## config.mk

```make
export PLATFORM = sky130hd
export DESIGN_NAME = downsample_stream
export DESIGN_NICKNAME = d
export VERILOG_FILES = /design/src/rtl/downsample_stream.sv
export SDC_FILE = /design/constraint.sdc
export NUM_CORES = 1
export LEC_CHECK = 0
export BUFFER_PORTS_ARGS = -buffer_cell sky130_fd_sc_hd__clkbuf_2
export CAP_MARGIN = 20
export CORE_UTILIZATION = 55
export CTS_BUF_LIST = sky130_fd_sc_hd__clkbuf_4 sky130_fd_sc_hd__clkbuf_8
export DETAILED_ROUTE_END_ITERATION = 16
export MAX_ROUTING_LAYER = met4
export PLACE_DENSITY_LB_ADDON = 0.05
export SLEW_MARGIN = 25
export SYNTH_ARGS = -nofsm -noshare
export SYNTH_HDL_FRONTEND = slang
export SYNTH_SLANG_ARGS = --single-unit
```

## constraint.sdc

```tcl
create_clock -name CLK -period 3.6 [get_ports CLK]
set_clock_uncertainty 0.15 [all_clocks]
set_input_delay 0.72 -clock CLK [delete_from_list [all_inputs] [get_ports CLK]]
set_output_delay 0.72 -clock CLK [all_outputs]
set_load 0.005 [all_outputs]
```

## src/rtl/downsample_stream.sv

```systemverilog
// Raster-order stream decimator: forwards pixels on a STRIDE_X x STRIDE_Y grid
// (offset OFF_X/OFF_Y) through a single registered output stage.
module downsample_stream #(
  parameter int WIDTH    = 16,
  parameter int IMG_W    = 32,
  parameter int IMG_H    = 32,
  parameter int STRIDE_X = 2,
  parameter int STRIDE_Y = 2,
  parameter int OFF_X    = 0,
  parameter int OFF_Y    = 0
) (
  input  logic             CLK,
  input  logic             RESET,
  input  logic [WIDTH-1:0] data_in_data,
  input  logic             data_in_valid,
  output logic             data_in_ready,
  output logic [WIDTH-1:0] data_out_data,
  output logic             data_out_valid,
  input  logic             data_out_ready,
  output logic             data_out_last,
  output logic             frame_done
);

  localparam int XW  = (IMG_W    > 1) ? $clog2(IMG_W)    : 1;
  localparam int YW  = (IMG_H    > 1) ? $clog2(IMG_H)    : 1;
  localparam int PXW = (STRIDE_X > 1) ? $clog2(STRIDE_X) : 1;
  localparam int PYW = (STRIDE_Y > 1) ? $clog2(STRIDE_Y) : 1;

  localparam logic [XW-1:0]  X_MAX   = XW'(IMG_W - 1);
  localparam logic [YW-1:0]  Y_MAX   = YW'(IMG_H - 1);
  localparam logic [PXW-1:0] PX_MAX  = PXW'(STRIDE_X - 1);
  localparam logic [PYW-1:0] PY_MAX  = PYW'(STRIDE_Y - 1);
  localparam logic [PXW-1:0] PX_KEEP = PXW'(OFF_X);
  localparam logic [PYW-1:0] PY_KEEP = PYW'(OFF_Y);

  // Coordinates of the final kept pixel of a frame, fixed at elaboration.
  localparam logic [XW-1:0] LAST_X = XW'(IMG_W - 1 - ((IMG_W - 1 - OFF_X) % STRIDE_X));
  localparam logic [YW-1:0] LAST_Y = YW'(IMG_H - 1 - ((IMG_H - 1 - OFF_Y) % STRIDE_Y));

  logic [XW-1:0]  x;
  logic [YW-1:0]  y;
  logic [PXW-1:0] px;
  logic [PYW-1:0] py;
  logic           full;
  logic           keep_cur;
  logic           acc;
  logic           pop;
  logic           x_end;
  logic           y_end;

  assign keep_cur       = (px == PX_KEEP) & (py == PY_KEEP);
  assign data_in_ready  = ~keep_cur | ~full | data_out_ready;
  assign acc            = data_in_valid & data_in_ready;
  assign pop            = full & data_out_ready;
  assign x_end          = (x == X_MAX);
  assign y_end          = (y == Y_MAX);
  assign data_out_valid = full;

  // Phase counters wrap alongside x/y so no modulo hardware is needed.
  always_ff @(posedge CLK or posedge RESET) begin
    if (RESET) begin
      x  <= '0;
      y  <= '0;
      px <= '0;
      py <= '0;
    end else if (acc) begin
      if (x_end) begin
        x  <= '0;
        px <= '0;
        if (y_end) begin
          y  <= '0;
          py <= '0;
        end else begin
          y  <= y + 1'b1;
          py <= (py == PY_MAX) ? '0 : py + 1'b1;
        end
      end else begin
        x  <= x + 1'b1;
        px <= (px == PX_MAX) ? '0 : px + 1'b1;
      end
    end
  end

  // A load takes priority over a pop so back-to-back kept pixels flow without a bubble.
  always_ff @(posedge CLK or posedge RESET) begin
    if (RESET) begin
      full          <= 1'b0;
      data_out_data <= '0;
      data_out_last <= 1'b0;
      frame_done    <= 1'b0;
    end else begin
      frame_done <= acc & x_end & y_end;
      if (acc & keep_cur) begin
        full          <= 1'b1;
        data_out_data <= data_in_data;
        data_out_last <= (x == LAST_X) & (y == LAST_Y);
      end else if (pop) begin
        full <= 1'b0;
      end
    end
  end

endmodule

```

==> metrics.yaml <==
max_cap_violations: 0
fin_crit_ns: 2.60
track_usage: 0.209
ctsHoldBuffers: 0
critPathKind: "flop to output port"
grt_max_degree: 32
ys_ff_latch: 31
cp.arrival_ns: 1.73
cts.sinks: 31
die_y_um: 53.0
share_comb_of_total_power: 0.325
worstPathMaxFanout: 13
syn_inst: 106
tns_ns: 0
port_buffers: 39
cpPeakStageDelay_ns: 0.69
hold_violations: 0
cts_buffers: 5
clock_latency_ns: 0.33
syn_area_per_cell_sq_um: 13.5
drt_wl_total_um: 2490
firstDrtPassIters: 4
synth.yosys.warnings: 0
cts_resized: 0
core-area_sq_um: 2480
setup_violations: 0
required_ns: 2.73
cts_max_path_buffers: 2
rsz0062_at_grt: "no"
grt-ovfl-total: 0
via_per_inst: 5.51
synth_area_sq_um: 1430
slew_viol_final: 0
postCtsSetupRepairBufs: 0
drtAntennaViolNets: 0
antenna_cells: 0
wl_per_cell_um: 13.9
seq_power_share: 0.499
row_count: 18
layout-drive-gt1-share: 0.480
start_util: 0.578
dpl.hpwl_um: 1850
outcome: "complete, no violations"
synthDistinctLibCells: 29
clk_pin_slew_ns: 0.09
num_io_pins: 40
nets: 176
cp_slowest_cell: "nor4b_4"
drcViolationCount: 0
die_area_sq_um: 2810
crit_chain: "nor4b_4 > inv_2 > clkbuf_2"
power.switching_uw: 351
drtIter0Drc: 2
end_kind: "output port"
intPower_uw: 797
cts_tree: "yes"
power.density_nw_per_um2: 676
die_x_um: 53.0
root_buffer: "clkbuf_4"
p_leak_uw: 0.000867
htree_num_levels: 2
worstMarginPinSlew_ns: 0.707
switching_share: 0.306
clkPwrFrac: 0.176
area_delta_synth_final_pct: 18.6
fin_crit_sh: 0.723
seq_area_frac_synth: 0.541
peakVddDrop_v: 0.000423
num_vias: 991
place.gp.congestion: 0.850
grt_pass1_wl_um: 3880
placed_area_sq_um: 1640
start_kind: "flop"
syn_nets: 132
design_area_sq_um: 1700
antenna_found_initial: 0
hp-class: "input port to async pin"
slew_headroom: 0.526
grt_pass1_vias: 923
fmax_ghz: 0.384
-- placed cells by master, fill, tap and decap left out --
| cell | n |
|---|---|
| nand4_1 | 3 |
| o21ai_0 | 7 |
| mux2_1 | 1 |
| inv_1 | 3 |
| and3b_1 | 1 |
| mux2i_1 | 2 |
| inv_2 | 2 |
| dfrtp_1 | 31 |
| nand2b_2 | 1 |
| nand3_1 | 2 |
| ha_1 | 6 |
| mux2_2 | 8 |
| clkinv_2 | 1 |
| nor2_2 | 2 |
| and2_1 | 1 |
| a31oi_1 | 1 |
| or3_1 | 2 |
| nand2_2 | 1 |
| nand3_4 | 1 |
| clkbuf_2 | 39 |
| clkbuf_4 | 5 |
| a21oi_1 | 1 |
| nand2_1 | 3 |
| nor2_1 | 3 |
| clkbuf_8 | 1 |
| nand2b_1 | 1 |
| o21ai_1 | 2 |
| mux2_4 | 10 |
| o31ai_1 | 5 |
| nor4b_4 | 1 |
| o41ai_1 | 1 |
| and3_1 | 2 |
-- power by group through the flow --
stage | Combinational [uW] | Clock, uW | Sequential (uW)
2_1_floorplan | 235 | 0 | 576
3_3_place_gp | 370 | 0 | 569
3_5_place_dp | 377 | 0 | 581
4_1_cts | 381 | 209 | 574
5_1_grt | 419 | 224 | 589
6_report | 373 | 203 | 573
-- metal layers --
metal / vias to the layer above / global-route usage / wire length, um
met1: 486 / 0.227 / 1050
met2: 28 / 0.340 / 1250
met5: - / - / 0
li1: 469 / - / -
met4: 0 / 0.118 / 65
met3: 8 / 0.0632 / 129
-- flip-flops by register name, indices dropped and copies added (netlist names) --
| signal | count |
|---|---|
| py | 1 |
| y | 5 |
| data_out_data | 16 |
| data_out_valid | 1 |
| frame_done | 1 |
| data_out_last | 1 |
| x | 5 |
| px | 1 |
-- cell families (layout without fill, tap and decap cells) --
family                   after synthesis  count (layout)  share of synthesized area
multiplexers                          21              21                      0.190
AND/OR/NAND/NOR                       24              24                      0.116
buffers and inverters                  7              51                     0.0288
adder cells (fa/ha/maj)                6               6                     0.0524
AO/OA/AOI/OAI                         17              17                     0.0716
flip-flops                            31              31                      0.541
-- worst max-delay path, delay by kind of cell, from the launching register on --
family | cells | cell delay (ns)
buffers and inverters | 2 | 0.27
DFF | 1 | 0.45
and+or+nand+nor | 1 | 0.69
-- worst paths after layout --
path / start / to / slack [ns] / cells past startpoint
max: py / data_in_ready / 1.0 / 3
min: RESET / data_out_data[13] / 0.29 / 2
max reg2reg: x[0] / y[4] / 1.59 / 6
min reg2reg: data_out_last / data_out_last / 0.36 / 1
max in group asynchronous: RESET / data_out_data[15] / 2.60 / 2
min in group CLK: data_out_last / data_out_last / 0.36 / 1
-- per-stage QoR --
step	setup slack (ns)	util	cells	hold WS, ns	total power [uW]
floorplan	1.61	-	106	0.316	811
global placement	1.07	0.663	173	0.335	939
detailed placement	1.02	0.663	173	0.343	958
CTS	0.978	0.686	180	0.308	1160
global route	0.882	0.686	180	0.345	1230
finish	0.999	0.686	180	0.292	1150
-- area by class of cell --
type | instances | area, sq um
fill | 199 | 778
sequential | 31 | 776
multi-input combinational | 68 | 616
timing repair buffer | 39 | 195
clock buffer | 6 | 51.3
tap | 30 | 37.5
inverter | 5 | 18.8
clock inverter | 1 | 5.00
-- cell usage after synthesis --
library cell,number,share of area
o21ai_0,7,0.024
mux2_1,1,0.0079
ha_1,6,0.052
and3_1,2,0.0087
nand2b_1,1,0.0044
nor4b_4,1,0.017
or3_1,2,0.0087
o31ai_1,5,0.026
nand4_1,3,0.013
o21ai_1,2,0.0070
and2_1,1,0.0044
nor2_1,3,0.0079
nand2_1,3,0.0079
mux2i_1,2,0.014
and3b_1,1,0.0061
dfrtp_1,31,0.54
a31oi_1,1,0.0044
nand3_1,2,0.0070
nand2b_2,1,0.0061
mux2_4,10,0.10
nor2_2,2,0.0087
mux2_2,8,0.063
inv_2,1,0.0026
nand3_4,1,0.012
o41ai_1,1,0.0061
buf_6,2,0.016
nand2_2,1,0.0044
a21oi_1,1,0.0035
inv_1,4,0.010
Note: power is estimated with default switching activity, not from simulation.
